File: src/rtl/cpu_pkg.sv
// Shared encodings for the single-bus CPU control path: opcodes, ALU operation codes,
// sequencer step encoding and IR field positions.
package cpu_pkg;

   localparam logic [4:0] OP_LD   = 5'b00000;
   localparam logic [4:0] OP_LDI  = 5'b00001;
   localparam logic [4:0] OP_ST   = 5'b00010;
   localparam logic [4:0] OP_ADD  = 5'b00011;
   localparam logic [4:0] OP_SUB  = 5'b00100;
   localparam logic [4:0] OP_SHR  = 5'b00101;
   localparam logic [4:0] OP_SHRA = 5'b00110;
   localparam logic [4:0] OP_SHL  = 5'b00111;
   localparam logic [4:0] OP_ROR  = 5'b01000;
   localparam logic [4:0] OP_ROL  = 5'b01001;
   localparam logic [4:0] OP_AND  = 5'b01010;
   localparam logic [4:0] OP_OR   = 5'b01011;
   localparam logic [4:0] OP_ADDI = 5'b01100;
   localparam logic [4:0] OP_ANDI = 5'b01101;
   localparam logic [4:0] OP_ORI  = 5'b01110;
   localparam logic [4:0] OP_DIV  = 5'b01111;
   localparam logic [4:0] OP_MUL  = 5'b10000;
   localparam logic [4:0] OP_NEG  = 5'b10001;
   localparam logic [4:0] OP_NOT  = 5'b10010;
   localparam logic [4:0] OP_BR   = 5'b10011;
   localparam logic [4:0] OP_JAL  = 5'b10100;
   localparam logic [4:0] OP_JR   = 5'b10101;
   localparam logic [4:0] OP_IN   = 5'b10110;
   localparam logic [4:0] OP_OUT  = 5'b10111;
   localparam logic [4:0] OP_MFLO = 5'b11000;
   localparam logic [4:0] OP_MFHI = 5'b11001;
   localparam logic [4:0] OP_NOP  = 5'b11010;
   localparam logic [4:0] OP_HALT = 5'b11011;

   localparam logic [5:0] ALU_NONE = 6'd0;
   localparam logic [5:0] ALU_ADD  = 6'd1;
   localparam logic [5:0] ALU_SUB  = 6'd2;
   localparam logic [5:0] ALU_AND  = 6'd3;
   localparam logic [5:0] ALU_OR   = 6'd4;
   localparam logic [5:0] ALU_SHR  = 6'd5;
   localparam logic [5:0] ALU_SHRA = 6'd6;
   localparam logic [5:0] ALU_SHL  = 6'd7;
   localparam logic [5:0] ALU_ROR  = 6'd8;
   localparam logic [5:0] ALU_ROL  = 6'd9;
   localparam logic [5:0] ALU_MUL  = 6'd10;
   localparam logic [5:0] ALU_DIV  = 6'd11;
   localparam logic [5:0] ALU_NEG  = 6'd12;
   localparam logic [5:0] ALU_NOT  = 6'd13;

   localparam logic [3:0] ST_RESET = 4'd0;
   localparam logic [3:0] ST_T0    = 4'd1;
   localparam logic [3:0] ST_T1    = 4'd2;
   localparam logic [3:0] ST_T2    = 4'd3;
   localparam logic [3:0] ST_T3    = 4'd4;
   localparam logic [3:0] ST_T4    = 4'd5;
   localparam logic [3:0] ST_T5    = 4'd6;
   localparam logic [3:0] ST_T6    = 4'd7;
   localparam logic [3:0] ST_T7    = 4'd8;
   localparam logic [3:0] ST_HALT  = 4'd9;

   localparam int unsigned OPC_LSB = 27;
   localparam int unsigned RA_LSB  = 23;
   localparam int unsigned RB_LSB  = 19;
   localparam int unsigned RC_LSB  = 15;

   // jal writes the return address here
   localparam logic [3:0] LINK_REG = 4'd15;

   function automatic logic [5:0] alu_of(input logic [4:0] opc);
      case (opc)
         OP_ADD, OP_ADDI, OP_LD, OP_LDI, OP_ST, OP_BR: alu_of = ALU_ADD;
         OP_SUB:             alu_of = ALU_SUB;
         OP_AND, OP_ANDI:    alu_of = ALU_AND;
         OP_OR, OP_ORI:      alu_of = ALU_OR;
         OP_SHR:             alu_of = ALU_SHR;
         OP_SHRA:            alu_of = ALU_SHRA;
         OP_SHL:             alu_of = ALU_SHL;
         OP_ROR:             alu_of = ALU_ROR;
         OP_ROL:             alu_of = ALU_ROL;
         OP_MUL:             alu_of = ALU_MUL;
         OP_DIV:             alu_of = ALU_DIV;
         OP_NEG:             alu_of = ALU_NEG;
         OP_NOT:             alu_of = ALU_NOT;
         default:            alu_of = ALU_NONE;
      endcase
   endfunction

endpackage

File: src/rtl/reg_select_encode.sv
// Turns the Gra/Grb/Grc field selects plus Rin/Rout/BAout into one-hot register
// load and bus-out vectors.
module reg_select_encode #(
   parameter int unsigned NREGS = 16
) (
   input  logic [3:0]       ra,
   input  logic [3:0]       rb,
   input  logic [3:0]       rc,
   input  logic             gra,
   input  logic             grb,
   input  logic             grc,
   input  logic             rin,
   input  logic             rout,
   input  logic             ba_out,
   output logic [NREGS-1:0] r_in,
   output logic [NREGS-1:0] r_out
);

   logic [3:0]       sel;
   logic [NREGS-1:0] sel_oh;

   always_comb begin
      sel = 4'd0;
      if (gra) sel = sel | ra;
      if (grb) sel = sel | rb;
      if (grc) sel = sel | rc;
   end

   // Indices beyond NREGS shift out to an empty vector rather than wrapping.
   assign sel_oh = NREGS'(1) << sel;
   assign r_in   = rin ? sel_oh : '0;
   assign r_out  = (rout || ba_out) ? sel_oh : '0;

endmodule

File: src/rtl/control_sequencer.sv
// Hardwired control unit for the single-bus CPU: steps fetch T0-T2 and execute T3-T7,
// decoding every bus select, load enable, memory strobe and ALU op from step and IR.
module control_sequencer
   import cpu_pkg::*;
#(
   parameter int unsigned NREGS = 16,
   parameter int unsigned OP_W  = 6
) (
   input  logic             clk,
   input  logic             clr,
   input  logic [31:0]      ir,
   input  logic             con_ff,
   input  logic             mem_ready,
   input  logic             stop,
   output logic             pc_out,
   output logic             mdr_out,
   output logic             zhigh_out,
   output logic             zlow_out,
   output logic             hi_out,
   output logic             lo_out,
   output logic             c_out,
   output logic             inport_out,
   output logic [NREGS-1:0] r_out,
   output logic             ba_out,
   output logic [NREGS-1:0] r_in,
   output logic             mar_in,
   output logic             mdr_in,
   output logic             ir_in,
   output logic             pc_in,
   output logic             y_in,
   output logic             z_in,
   output logic             hi_in,
   output logic             lo_in,
   output logic             con_in,
   output logic             outport_in,
   output logic             inc_pc,
   output logic             read,
   output logic             write,
   output logic [OP_W-1:0]  alu_op,
   output logic             run
);

   logic [3:0]       state_q, state_d;
   logic             stop_seen_q, stop_seen_d;
   logic [4:0]       opc;
   logic             is_imm;
   logic             gra, grb, grc, rin, rout, link;
   logic             last, hold, halt_req;
   logic [5:0]       alu_sel;
   logic [NREGS-1:0] r_in_enc;
   logic             unused_ir_low;

   assign opc           = ir[OPC_LSB +: 5];
   assign is_imm        = (opc == OP_ADDI) || (opc == OP_ANDI) || (opc == OP_ORI);
   assign unused_ir_low = ^ir[14:0];

   reg_select_encode #(
      .NREGS (NREGS)
   ) u_reg_select (
      .ra     (ir[RA_LSB +: 4]),
      .rb     (ir[RB_LSB +: 4]),
      .rc     (ir[RC_LSB +: 4]),
      .gra    (gra),
      .grb    (grb),
      .grc    (grc),
      .rin    (rin),
      .rout   (rout),
      .ba_out (ba_out),
      .r_in   (r_in_enc),
      .r_out  (r_out)
   );

   assign r_in   = r_in_enc | (link ? (NREGS'(1) << LINK_REG) : '0);
   assign alu_op = OP_W'(alu_sel);
   assign run    = (state_q != ST_HALT) && (state_q != ST_RESET);

   // Outputs follow the step and IR; only the T1 exit pc_in and the taken-branch pc_in
   // are qualified by mem_ready / con_ff.
   always_comb begin
      pc_out = 1'b0; mdr_out = 1'b0; zhigh_out = 1'b0; zlow_out = 1'b0;
      hi_out = 1'b0; lo_out = 1'b0; c_out = 1'b0; inport_out = 1'b0; ba_out = 1'b0;
      mar_in = 1'b0; mdr_in = 1'b0; ir_in = 1'b0; pc_in = 1'b0; y_in = 1'b0; z_in = 1'b0;
      hi_in = 1'b0; lo_in = 1'b0; con_in = 1'b0; outport_in = 1'b0; inc_pc = 1'b0;
      read = 1'b0; write = 1'b0; alu_sel = ALU_NONE;
      gra = 1'b0; grb = 1'b0; grc = 1'b0; rin = 1'b0; rout = 1'b0; link = 1'b0;
      last = 1'b0; hold = 1'b0;
      case (state_q)
         ST_T0: begin pc_out = 1'b1; mar_in = 1'b1; inc_pc = 1'b1; z_in = 1'b1; end
         ST_T1: begin
            zlow_out = 1'b1; read = 1'b1; mdr_in = 1'b1;
            pc_in = mem_ready; hold = !mem_ready;
         end
         ST_T2: begin mdr_out = 1'b1; ir_in = 1'b1; end
         ST_T3, ST_T4, ST_T5, ST_T6, ST_T7: begin
            case (opc)
               OP_ADD, OP_SUB, OP_AND, OP_OR, OP_SHR, OP_SHRA, OP_SHL, OP_ROR, OP_ROL,
               OP_ADDI, OP_ANDI, OP_ORI: begin
                  case (state_q)
                     ST_T3: begin grb = 1'b1; rout = 1'b1; y_in = 1'b1; end
                     ST_T4: begin
                        if (is_imm) c_out = 1'b1;
                        else begin grc = 1'b1; rout = 1'b1; end
                        alu_sel = alu_of(opc); z_in = 1'b1;
                     end
                     ST_T5: begin zlow_out = 1'b1; gra = 1'b1; rin = 1'b1; last = 1'b1; end
                     default: last = 1'b1;
                  endcase
               end
               OP_NEG, OP_NOT: begin
                  case (state_q)
                     ST_T3: begin
                        grb = 1'b1; rout = 1'b1; alu_sel = alu_of(opc); z_in = 1'b1;
                     end
                     ST_T4: begin zlow_out = 1'b1; gra = 1'b1; rin = 1'b1; last = 1'b1; end
                     default: last = 1'b1;
                  endcase
               end
               OP_MUL, OP_DIV: begin
                  case (state_q)
                     ST_T3: begin gra = 1'b1; rout = 1'b1; y_in = 1'b1; end
                     ST_T4: begin
                        grb = 1'b1; rout = 1'b1; alu_sel = alu_of(opc); z_in = 1'b1;
                     end
                     ST_T5: begin zlow_out = 1'b1; lo_in = 1'b1; end
                     ST_T6: begin zhigh_out = 1'b1; hi_in = 1'b1; last = 1'b1; end
                     default: last = 1'b1;
                  endcase
               end
               OP_LD, OP_LDI, OP_ST: begin
                  case (state_q)
                     ST_T3: begin grb = 1'b1; rout = 1'b1; ba_out = 1'b1; y_in = 1'b1; end
                     ST_T4: begin c_out = 1'b1; alu_sel = ALU_ADD; z_in = 1'b1; end
                     ST_T5: begin
                        zlow_out = 1'b1;
                        if (opc == OP_LDI) begin gra = 1'b1; rin = 1'b1; last = 1'b1; end
                        else mar_in = 1'b1;
                     end
                     ST_T6: begin
                        if (opc == OP_LD) begin
                           read = 1'b1; mdr_in = 1'b1; hold = !mem_ready;
                        end else if (opc == OP_ST) begin
                           gra = 1'b1; rout = 1'b1; mdr_in = 1'b1;
                        end else last = 1'b1;
                     end
                     default: begin
                        if (opc == OP_LD) begin mdr_out = 1'b1; gra = 1'b1; rin = 1'b1; end
                        else if (opc == OP_ST) begin write = 1'b1; hold = !mem_ready; end
                        last = 1'b1;
                     end
                  endcase
               end
               OP_BR: begin
                  case (state_q)
                     ST_T3: begin gra = 1'b1; rout = 1'b1; con_in = 1'b1; end
                     ST_T4: begin pc_out = 1'b1; y_in = 1'b1; end
                     ST_T5: begin c_out = 1'b1; alu_sel = ALU_ADD; z_in = 1'b1; end
                     ST_T6: begin zlow_out = 1'b1; pc_in = con_ff; last = 1'b1; end
                     default: last = 1'b1;
                  endcase
               end
               OP_JR: begin gra = 1'b1; rout = 1'b1; pc_in = 1'b1; last = 1'b1; end
               OP_JAL: begin
                  if (state_q == ST_T3) begin pc_out = 1'b1; link = 1'b1; end
                  else begin gra = 1'b1; rout = 1'b1; pc_in = 1'b1; last = 1'b1; end
               end
               OP_IN:   begin inport_out = 1'b1; gra = 1'b1; rin = 1'b1; last = 1'b1; end
               OP_OUT:  begin gra = 1'b1; rout = 1'b1; outport_in = 1'b1; last = 1'b1; end
               OP_MFHI: begin hi_out = 1'b1; gra = 1'b1; rin = 1'b1; last = 1'b1; end
               OP_MFLO: begin lo_out = 1'b1; gra = 1'b1; rin = 1'b1; last = 1'b1; end
               default: last = 1'b1;
            endcase
         end
         default: ;
      endcase
   end

   assign halt_req = stop_seen_q || stop || (opc == OP_HALT);

   always_comb begin
      state_d = state_q;
      case (state_q)
         ST_RESET: state_d = ST_T0;
         ST_HALT:  state_d = ST_HALT;
         default: begin
            if (!hold) begin
               if (last) state_d = halt_req ? ST_HALT : ST_T0;
               else      state_d = state_q + 4'd1;
            end
         end
      endcase
   end

   // The stop request is collected afresh from T0 of every instruction.
   always_comb begin
      case (state_q)
         ST_RESET, ST_HALT: stop_seen_d = 1'b0;
         ST_T0:             stop_seen_d = stop;
         default:           stop_seen_d = stop_seen_q || stop;
      endcase
   end

   always_ff @(posedge clk) begin
      if (clr) begin
         state_q     <= ST_RESET;
         stop_seen_q <= 1'b0;
      end else begin
         state_q     <= state_d;
         stop_seen_q <= stop_seen_d;
      end
   end

endmodule

File: config.mk
export PLATFORM = sky130hd
export DESIGN_NAME = control_sequencer
export DESIGN_NICKNAME = d
export VERILOG_FILES = /design/src/rtl/cpu_pkg.sv /design/src/rtl/reg_select_encode.sv /design/src/rtl/control_sequencer.sv
export SDC_FILE = /design/constraint.sdc
export NUM_CORES = 1
export LEC_CHECK = 0
export BUFFER_PORTS_ARGS = -buffer_cell sky130_fd_sc_hd__clkbuf_2
export CORE_MARGIN = 2
export CORE_UTILIZATION = 41
export CTS_CLUSTER_SIZE = 40
export DETAILED_ROUTE_END_ITERATION = 10
export GPL_TIMING_DRIVEN = 0
export PLACE_DENSITY = 0.77
export SLEW_MARGIN = 20
export SYNTH_ARGS = -nofsm -noshare
export SYNTH_HDL_FRONTEND = slang
export SYNTH_SLANG_ARGS = --single-unit
File: constraint.sdc
create_clock -name clk -period 3.35 [get_ports clk]
set_input_delay 0.335 -clock clk [delete_from_list [all_inputs] [get_ports clk]]
set_output_delay 0.335 -clock clk [all_outputs]
set_load 0.02 [all_outputs]
==> reports/summary.txt, run 1 <==
Outcome -> complete, no violations
Most frequent cells after synthesis -> nor2_1, nand2_1, a21oi_1
# H-tree levels -> 1
Tcrit/Tclk final -> 97.2%
Largest net degree at the start of global routing -> 11
Clock-pin slew on the worst setup and hold paths -> 0.04 ns
Endpoint type of the worst setup path -> output port
Main combinational cell family by area after synthesis -> simple AND/OR/NAND/NOR gates
Slew Limit Fails -> 0
DR WL/cell -> 15.7 um
Syn Inst Count -> 268
Cell Chain, Critical Path -> buf_6 -> ha_1 -> nand4b_1 -> o21ai_1 -> nand2_1 -> a41oi_4 -> buf_4 -> a21oi_2 -> or3b_1 -> nor2_1 -> clkbuf_2
DP HPWL -> 4580 um
Slew HR -> 64.5%
Worst Path Arrival -> 2.92 ns
Final Util -> 64.9%
Skew-Pair Late Insertion Delay -> 0.22 ns
Mean Syn Cell Area -> 6.34 um^2
FF+latch count, synth -> 5
Share of cells above drive strength 1 -> 42.3%
Worst setup SP type -> input port
CTS Root Cell -> clkbuf_8
Sum Neg Setup Slack -> 0 ns
Max-Cap Viols -> 0
Leading area contributor after synthesis -> nor2_1
CP required -> 3.01 ns
Synth Area in XOR/XNOR -> 1.03%
Via count -> 2,427
Die Area -> 4680 um^2
Max frequency -> 0.307 GHz
Adder-cell share of the synthesized area -> 8.83%
Clk sinks -> 5
Top cell type's share of synthesized area -> 9.71%
CP peak stage delay -> 0.48 ns
Starting Density -> 42.5%
Compound-Gate Fraction of Synth Area -> 33.0%
First-pass GRT wire length -> 9650 um
Global-route usage over all layers -> 25.8%
HP Class -> input port to register
DR pass1 iterations -> 5
# port buffers -> 80
Layout Area Growth over Synthesis -> 52.8%
Die extent in x -> 68.4 um
Synth Cell Area -> 1700 um^2
CTS tree -> done
Final GP Congestion -> 0.914
Synth Flop Type -> dfxtp_1
DR vias/cell -> 5.76
Buf/Inv on CP -> 3
Total inserted antenna cells -> 0
Core Rows -> 23
Max IR drop VDD -> 0.000110 V
Gr ovfl total -> 0
WS Path Type -> input port to output port
Fillers -> 361
Yosys cell types -> 63
Starting DRT DRC Count -> 221
CTS buffer count -> 3
Worst clock skew -> 0.000318 ns
Drt drc -> 0
Worst-Margin Slew -> 0.533 ns
Seq/Total Area, Yosys -> 5.89%
Hold buffer count at cts -> 0
Clock buffer depth -> 2
Synth warn -> 0
PwrDens -> 157 nW/um^2
Most frequent cell after synthesis -> nor2_1
Hold slack -> 0.378 ns
Antenna violations before repair -> 0
Max Fanout on Critical Path -> 10
IO Pins -> 98
Tmin final -> 3.26 ns
Hold Vio Cnt, Final -> 0
Final setup vio count -> 0
Post-synth EDFFs -> 0
Slowest CP cell -> or3b_1
Multiplexer share of the synthesized area -> 1.77%
Ys async rst share -> 0%
Die Span Y -> 68.4 um
Vias in the first global route -> 2,138
Leak pwr -> 1.12 nW
Post-layout nets -> 421
Final ANT Viol Nets -> 0
CP delay by family, top -> simple AND/OR/NAND/NOR gates
Area contributors post-synth -> nor2_1, ha_1, dfxtp_1, nand2_1, a21oi_1
Total Wirelength -> 6620 um
Area of the core -> 4000 um^2
Post-Synth Simple-Gate Area -> 41.6%
-- cell usage in the layout, fill, tap and decap left out, drive strengths merged, types with 6 or more instances in the layout --
| master | synthesis | layout |
|---|---|---|
| buf | 6 | 35 |
| ha | 12 | 12 |
| nor3 | 12 | 12 |
| nand3b | 6 | 6 |
| nand2b | 6 | 6 |
| clkbuf | 11 | 84 |
| inv | 12 | 12 |
| nand3 | 11 | 11 |
| nor2b | 6 | 6 |
| o21ai | 17 | 17 |
| nand2 | 26 | 26 |
| a21oi | 17 | 17 |
| nor2 | 44 | 44 |
-- repair_timing --
action | CTS | global route
setup buffers | 10 | 11
pin swaps | 8 | 7
setup endpoints to repair | 32 | 32
resized for setup | 24 | 37
-- worst paths after layout --
check,startpoint,endpoint,slack (ns),cells past startpoint
worst max-delay path,ir[27],r_in[9],0.09,11
worst min-delay path,clr,state_q[0],0.38,2
worst max register to register,state_q[1],state_q[3],0.91,9
worst min register to register,stop_seen_q,stop_seen_q,0.53,2
-- through the flow --
stage | setup WS (ns) | total power, mW | cell area, um^2 | std cells
6_report | 0.0934 | 0.408 | 2600 | 421
5_1_grt | -0.0308 | 0.433 | 2600 | 421
4_1_cts | 0.00100 | 0.385 | 2420 | 412
3_5_place_dp | -0.678 | 0.261 | 2220 | 399
3_3_place_gp | -0.633 | 0.259 | 2220 | 399
2_1_floorplan | -0.170 | 0.200 | 1760 | 269
-- cells by family (layout without fill, tap and decap cells) --
family | after synthesis | in the layout
and+or+nand+nor | 139 | 139
AOI/OAI and AO/OA | 77 | 77
buffers and inverters | 29 | 131
adders and majority gates | 12 | 12
DFF | 5 | 5
muxes | 3 | 3
xor gates and xnor gates | 2 | 2
other | 1 | 2
-- sequential cells by signal, indices dropped and copies added, names as in the netlist --
| name | flops |
|---|---|
| stop_seen_q | 1 |
| state_q | 4 |
-- power breakdown --
| part | total (mW) | internal, mW | switching, mW | leakage [nW] |
|---|---|---|---|---|
| clock network | 0.112 | 0.0817 | 0.0299 | 0.0228 |
| logic | 0.225 | 0.0850 | 0.140 | 1.06 |
| registers | 0.0721 | 0.0649 | 0.00718 | 0.0411 |
-- metal layers --
metal / vias up / track usage, % / share of wire [%]
li1: 1181 / - / -
met1: 1098 / 34.9 / 41
met2: 136 / 46.6 / 50
met3: 12 / 0.493 / 7.8
met4: 0 / 3.25 / 1.2
met5: - / 0 / 0
-- area by class of cell --
class / instances / area (um^2) / share of cell area, %
multi-input cells: 235 / 1680 / 64.6
plain buffers: 14 / 76.3 / 2.94
flip-flops and latches: 5 / 101 / 3.90
well taps: 50 / 62.6 / 2.41
inverters: 12 / 47.5 / 1.83
repair buffers: 101 / 586 / 22.5
clock buffers: 4 / 45.0 / 1.73
Power figures use the tool's default switching activity.
==> run 2: changes to the inputs <==
--- a/config.mk
+++ b/config.mk
@@ -7,11 +7,12 @@
 export LEC_CHECK = 0
 export BUFFER_PORTS_ARGS = -buffer_cell sky130_fd_sc_hd__clkbuf_2
 export CORE_MARGIN = 2
-export CORE_UTILIZATION = 41
+export CORE_UTILIZATION = 42
+export CTS_BUF_LIST = sky130_fd_sc_hd__clkbuf_8
 export CTS_CLUSTER_SIZE = 40
 export DETAILED_ROUTE_END_ITERATION = 10
 export GPL_TIMING_DRIVEN = 0
-export PLACE_DENSITY = 0.77
+export PLACE_DENSITY = 0.78
 export SLEW_MARGIN = 20
 export SYNTH_ARGS = -nofsm -noshare
 export SYNTH_HDL_FRONTEND = slang
==> reports/summary.txt, run 2 (synthesis results as in run 1) <==
Outcome -> complete, no violations
Die extent in x -> 67.6 um (-1.1%)
Slew HR -> 59.0% (-5.4 points)
CTS tree -> done
Clock buffer depth -> 2 (unchanged)
Buf/Inv on CP -> 4 (+1)
Crit path top cell by count -> buf_4
Fillers -> 317 (-12%)
PwrDens -> 152 nW/um^2 (-3.2%)
Final GP Congestion -> 0.947 (+3.6%)
Starting Density -> 43.1% (+0.62 points)
Max IR drop VDD -> 0.0000998 V (-9.5%)
Max-Cap Viols -> 0 (unchanged)
Global-route usage over all layers -> 25.2% (-0.59 points)
DR pass1 iterations -> 5 (unchanged)
Via count -> 2,459 (+1.3%)
Hold slack -> 0.358 ns (-0.0202 ns)
Clk sinks -> 5 (unchanged)
Final setup vio count -> 0 (unchanged)
Max Fanout on Critical Path -> 6 (-4)
Largest net degree at the start of global routing -> 11 (unchanged)
Tmin final -> 3.34 ns (+0.0818 ns)
CP required -> 3.01 ns (about the same)
Tot Pwr -> 0.397 mW (-2.9%)
Die Area -> 4570 um^2 (-2.2%)
Final Instance Count excl. Fillers -> 415 (-1.4%)
Max frequency -> 0.300 GHz (-2.5%)
CTS buffer count -> 3 (unchanged)
Unrepaired setup endpoints after global routing -> true
Vias in the first global route -> 2,031 (-5.0%)
Leak pwr -> 1.11 nW (-0.70%)
Skew-Pair Late Insertion Delay -> 0.22 ns (about the same)
Worst-Margin Slew -> 0.614 ns (+0.0813 ns)
Most frequent cells in the layout -> clkbuf_2, nor2_1, nand2_1, buf_4, a21oi_1
Worst setup SP type -> register
# H-tree levels -> 1 (unchanged)
Worst Path Arrival -> 3.00 ns (+0.08 ns)
Clock-pin slew on the worst setup and hold paths -> 0.04 ns (about the same)
WS Path Type -> register to output port
Post-layout nets -> 415 (-1.4%)
Max reg flops -> 4 (unchanged)
Cell Chain, Critical Path -> inv_1 -> ha_2 -> nand3b_1 -> a21boi_0 -> o22a_1 -> a41oi_4 -> a222oi_1 -> buf_4 -> nand2b_4 -> buf_6 -> nor2_1 -> buf_4
Total Wirelength -> 6590 um (-0.42%)
DR vias/cell -> 5.93 (+2.8%)
Slew Limit Fails -> 0 (unchanged)
Core Rows -> 23 (unchanged)
Final ANT Viol Nets -> 0 (unchanged)
Area of the core -> 3940 um^2 (-1.4%)
DR WL/cell -> 15.9 um (+1.0%)
Largest regs -> state_q x4, stop_seen_q x1
Register bank with the most flops -> state_q
Placed inst area -> 2220 um^2 (unchanged)
CP delay by family, top -> compound AO/OA/AOI/OAI gates
Total inserted antenna cells -> 0 (unchanged)
CTS Root Cell -> clkbuf_8
DP HPWL -> 4440 um (-2.9%)
Drt drc -> 0 (unchanged)
HP Class -> input port to register
Worst clock skew -> 0.00134 ns (+0.00102 ns)
Gr ovfl total -> 0 (unchanged)
# port buffers -> 80 (unchanged)
IO Pins -> 98 (unchanged)
CP peak stage delay -> 0.37 ns (-0.11 ns)
Starting DRT DRC Count -> 217 (-1.8%)
Post-placement cell count -> 399 (unchanged)
First-pass GRT wire length -> 9240 um (-4.3%)
Slowest CP cell -> a222oi_1
Share of cells above drive strength 1 -> 41.9% (-0.40 points)
Design area -> 2610 um^2 (+0.34%)
Hold Vio Cnt, Final -> 0 (unchanged)
Endpoint type of the worst setup path -> output port
Commonest non-fill, non-tap cell in the layout -> clkbuf_2
Layout Area Growth over Synthesis -> 53.3%
Tcrit/Tclk final -> 99.7% (+2.4 points)
Antenna violations before repair -> 0 (unchanged)
Die Span Y -> 67.6 um (-1.1%)
-- run 2: cell count changes in the layout (fill, tap and decap cells not counted), moves of 2 or more --
cell      previous run  this run
buf_2                5         3
buf_4               26        23
buf_6                4         9
clkbuf_2            74        67
nor2_1              43        39
nor2_2               1         3
nor2_4               0         2
-- run 2: repair_timing --
item	in CTS	in global routing
setup endpoints to repair	32	32
gates resized for setup	17	68
buffers inserted	8	7
pin swaps	6	10
hold buffers	0	0
-- run 2: routing by layer --
layer	part of all wire, %	wire length, um	GRT usage, %	vias up
met2	50	3320	41.9	153
met5	0	0	0	-
met1	41	2670	35.1	1121
li1	-	-	-	1171
met4	1.7	110	8.93	0
met3	7.4	489	0	14
-- run 2: worst register-to-register path: cells and delay by family, from the launching register on --
family          cells  cell delay, ns
fa+ha+maj           1            0.27
flops               1            0.40
simple gates        2            0.71
compound gates      4            0.85
mux                 1            0.14
-- run 2: path summary, 6_finish.rpt --
path / endpoint / slack (ns) / startpoint / depth (start not counted)
max: r_in[7] / 0.01 / state_q[1] / 12
min: state_q[0] / 0.36 / clr / 2
max reg2reg: state_q[3] / 0.87 / state_q[1] / 8
min reg2reg: state_q[1] / 0.53 / state_q[1] / 2
-- run 2: area by class of cell --
cell class | count | area [um^2] | area share [%]
Tap cell | 50 | 62.6 | 2.40
Sequential cell | 5 | 101 | 3.89
Timing Repair Buffer | 95 | 576 | 22.1
Inverter | 12 | 50.0 | 1.92
Multi-Input combinational cell | 235 | 1690 | 64.8
Clock buffer | 3 | 41.3 | 1.58
Clock inverter | 1 | 3.75 | 0.144
Buffer | 14 | 82.6 | 3.17
-- run 2: stage by stage --
step           setup TNS (ns)  util (%)  setup WS (ns)
2_1_floorplan           -2.21         -         -0.170
3_5_place_dp           -19.13      56.3         -0.683
6_report                    0      66.1         0.0115
5_1_grt                 -1.92      66.1         -0.106
4_1_cts             -0.000666      60.3      -0.000666
3_3_place_gp           -17.63      56.3         -0.628
-- run 2: power breakdown --
group / internal (mW) / leakage (nW) / switching (mW)
Combinational: 0.0789 / 1.04 / 0.138
Sequential: 0.0649 / 0.0411 / 0.00623
Clock: 0.0786 / 0.0269 / 0.0303
Total: 0.222 / 1.11 / 0.174
==> run 3: changes to the inputs <==
--- a/config.mk
+++ b/config.mk
@@ -7,7 +7,7 @@
 export LEC_CHECK = 0
 export BUFFER_PORTS_ARGS = -buffer_cell sky130_fd_sc_hd__clkbuf_2
 export CORE_MARGIN = 2
-export CORE_UTILIZATION = 42
+export CORE_UTILIZATION = 41
 export CTS_BUF_LIST = sky130_fd_sc_hd__clkbuf_8
 export CTS_CLUSTER_SIZE = 40
 export DETAILED_ROUTE_END_ITERATION = 10
@@ -16,4 +16,5 @@
 export SLEW_MARGIN = 20
 export SYNTH_ARGS = -nofsm -noshare
 export SYNTH_HDL_FRONTEND = slang
+export SYNTH_HIERARCHICAL = 1
 export SYNTH_SLANG_ARGS = --single-unit
==> reports/summary.txt, run 3 <==
Top cell type's share of synthesized area -> 12.5% (+2.8 points)
PwrDens -> 231 nW/um^2 (+52%)
Max Fanout on Critical Path -> 6 (unchanged)
Syn Inst Count -> 244 (-9.0%)
Die Span Y -> 66.3 um (-1.9%)
Sw Share -> 47.3% (+3.3 points)
Global-route usage over all layers -> 27.3% (+2.1 points)
CTS tree -> done
Final setup vio count -> 13 (+13)
Clock buffer depth -> 2 (unchanged)
Tcrit/Tclk final -> 103% (+3.5 points)
Area of the core -> 3690 um^2 (-6.4%)
Max IR drop VDD -> 0.000216 V (+120%)
Via count -> 2,302 (-6.4%)
DR vias/cell -> 5.78 (-2.4%)
Synth warn -> 6 (+6)
WS Path Type -> register to output port
Layout Area Growth over Synthesis -> 63.9%
CTS Root Cell -> clkbuf_8
Antenna violations before repair -> 0 (unchanged)
Max reg flops -> 4 (unchanged)
Leading area contributor after synthesis -> nor2_1
Max frequency -> 0.290 GHz (-3.3%)
# H-tree levels -> 1 (unchanged)
Clk sinks -> 5 (unchanged)
Combinational Power Share -> 68.4% (+14 points)
FF+latch count, synth -> 5 (unchanged)
Starting Density -> 43.2% (+0.053 points)
Clock power frac -> 17.9% (-9.6 points)
Pint -> 0.318 mW (+43%)
Total Wirelength -> 6350 um (-3.7%)
Hold slack -> 0.372 ns (+0.0144 ns)
DP HPWL -> 4140 um (-6.7%)
Switch Pwr -> 0.285 mW (+64%)
Highest routed layer -> met4
Commonest non-fill, non-tap cell in the layout -> clkbuf_2
Max-Cap Viols -> 0 (unchanged)
Vias in the first global route -> 2,008 (-1.1%)
Drt drc -> 0 (unchanged)
Most frequent cell after synthesis -> nor2_1
IO Pins -> 98 (unchanged)
Skew-Pair Late Insertion Delay -> 0.22 ns (about the same)
Worst Path Arrival -> 3.12 ns (+0.12 ns)
Seq/Total Area, Yosys -> 6.28% (+0.40 points)
Die extent in x -> 66.3 um (-1.9%)
Hold buffer count at cts -> 0 (unchanged)
Design area -> 2610 um^2 (+0.19%)
Synth Flop Type -> dfxtp_1
Most frequent cells in the layout -> clkbuf_2, nor2_1, buf_4, buf_6, nand2_1
Worst-Margin Slew -> 0.587 ns (-0.0270 ns)
DR WL/cell -> 16.0 um (+0.44%)
Endpoint type of the worst setup path -> output port
Final GP Congestion -> 0.969 (+2.3%)
Fillers -> 300 (-5.4%)
Placed inst area -> 2050 um^2 (-7.5%)
Sequential power share -> 13.7% (-4.2 points)
Worst setup SP type -> register
# port buffers -> 79 (-1.3%)
First-pass GRT wire length -> 9610 um (+4.0%)
Yosys cell types -> 64 (+1.6%)
Outcome -> finished with violations
Slew Limit Fails -> 0 (unchanged)
Largest net degree at the start of global routing -> 13 (+2)
Post-layout nets -> 400 (-3.6%)
Unrepaired setup endpoints after global routing -> true
Die Area -> 4400 um^2 (-3.8%)
Register bank with the most flops -> state_q
Final ANT Viol Nets -> 0 (unchanged)
Violated checks -> negative setup slack
Leak pwr -> 1.17 nW (+5.4%)
Length of routed met2 wiring -> 3270 um (-1.5%)
Share of cells above drive strength 1 -> 51.4% (+9.5 points)
Ys async rst share -> 0% (unchanged)
Tmin final -> 3.45 ns (+0.116 ns)
Hold Vio Cnt, Final -> 0 (unchanged)
Area contributors post-synth -> nor2_1, ha_1, dfxtp_1, a21oi_1, nand2_1
Met1 WL -> 2450 um (-8.3%)
Most frequent cells after synthesis -> nor2_1, nand2_1, a21oi_1
HP Class -> input port to register
Clock-pin slew on the worst setup and hold paths -> 0.03 ns (about the same)
Total inserted antenna cells -> 0 (unchanged)
Core Rows -> 22 (-4.3%)
Sum Neg Setup Slack -> -0.832 ns (-0.832 ns)
Mean Syn Cell Area -> 6.53 um^2 (+2.9%)
Largest regs -> state_q x4, stop_seen_q x1
Worst clock skew -> 0.000986 ns (-0.000350 ns)
Post-synth EDFFs -> 0 (unchanged)
Routed wl met3 -> 570 um (+17%)
CP required -> 3.01 ns (about the same)
CTS buffer count -> 3 (unchanged)
Gr ovfl total -> 0 (unchanged)
DR pass1 iterations -> 5 (unchanged)
Slew HR -> 60.8% (+1.8 points)
Worst Slack Setup Final -> -0.104 ns (-0.116 ns)
Synth Cell Area -> 1590 um^2 (-6.3%)
Starting DRT DRC Count -> 199 (-8.3%)
run 3: cell types whose count changed in the layout (fill, tap and decap cells not counted), sizes merged, moves of 4 or more:
| cell | before | now |
|---|---|---|
| o21ai | 17 | 13 |
| nand3 | 11 | 6 |
| buf | 35 | 56 |
| nand2 | 26 | 16 |
| nor2 | 44 | 53 |
| clkbuf | 77 | 65 |
| nor3 | 12 | 8 |
| and2 | 4 | 8 |
run 3: cell families (layout without fill, tap and decap cells):
group / after synthesis / after routing / share of synthesized area [%]
simple gates: 134 / 134 / 44.9
compound gates: 62 / 62 / 28.3
buf+inv: 26 / 131 / 8.48
fa+ha+maj: 12 / 12 / 9.43
flops: 5 / 5 / 6.28
xor+xnor: 2 / 2 / 1.10
mux: 2 / 2 / 1.34
other cells: 1 / 2 / 0.235
run 3: final cells by class:
cell class	instances	area (um^2)	share of cell area, %
clock inverters	1	3.75	0.144
multi-input cells	214	1570	60.0
flip-flops and latches	5	108	4.12
plain buffers	14	98.8	3.79
repair buffers	104	692	26.5
clock buffers	3	41.3	1.58
inverters	9	41.3	1.58
well taps	48	60.1	2.30
run 3: critical path: stages (launching register included):
cell and delay [ns]:
dfxtp_4 0.36, buf_6 0.12, ha_4 0.15, or4_4 0.51, nand2_4 0.09, a21oi_2 0.05, o22a_1 0.21, a31oi_4 0.25
a222oi_1 0.13, buf_4 0.20, buf_6 0.12, or3b_4 0.42, nor2_2 0.13, buf_6 0.14
run 3: power by group through the flow:
| stage | Clock, mW | Combinational, mW | Sequential [mW] |
|---|---|---|---|
| 4_1_cts | 0.112 | 0.380 | 0.0816 |
| 3_3_place_gp | 0 | 0.315 | 0.0788 |
| 2_1_floorplan | 0 | 0.228 | 0.0773 |
| 5_1_grt | 0.116 | 0.443 | 0.0843 |
| 6_report | 0.108 | 0.412 | 0.0826 |
| 3_5_place_dp | 0 | 0.317 | 0.0796 |
run 3: path summary, 6_finish.rpt:
path	from	end	slack, ns	cells past startpoint
max	state_q[0]	r_in[10]	-0.10	13
min	clr	state_q[0]	0.37	2
max reg2reg	state_q[0]	state_q[2]	1.06	8
min reg2reg	stop_seen_q	stop_seen_q	0.56	2
run 3: what timing repair did:
action | 4_1_cts | 5_1_grt
setup buffers | 20 | 6
pin swaps | 17 | 9
endpoints found under the setup margin | 32 | 32
gates resized for setup | 57 | 68
run 3: metrics by stage:
stage | setup slack (ns) | util [%] | power [mW] | instances
5_1_grt | -0.171 | 70.8 | 0.644 | 398
2_1_floorplan | 0.0176 | - | 0.306 | 245
3_3_place_gp | -0.607 | 55.6 | 0.394 | 372
3_5_place_dp | -0.674 | 55.6 | 0.397 | 372
6_report | -0.104 | 70.8 | 0.603 | 398
4_1_cts | 0.000862 | 65.6 | 0.574 | 393
run 3: layer usage:
| layer | up-vias | global-route usage, % |
|---|---|---|
| met4 | 0 | 3.57 |
| met2 | 131 | 47.8 |
| met5 | - | 0 |
| met1 | 1067 | 35.3 |
| met3 | 14 | 5.28 |
| li1 | 1090 | - |
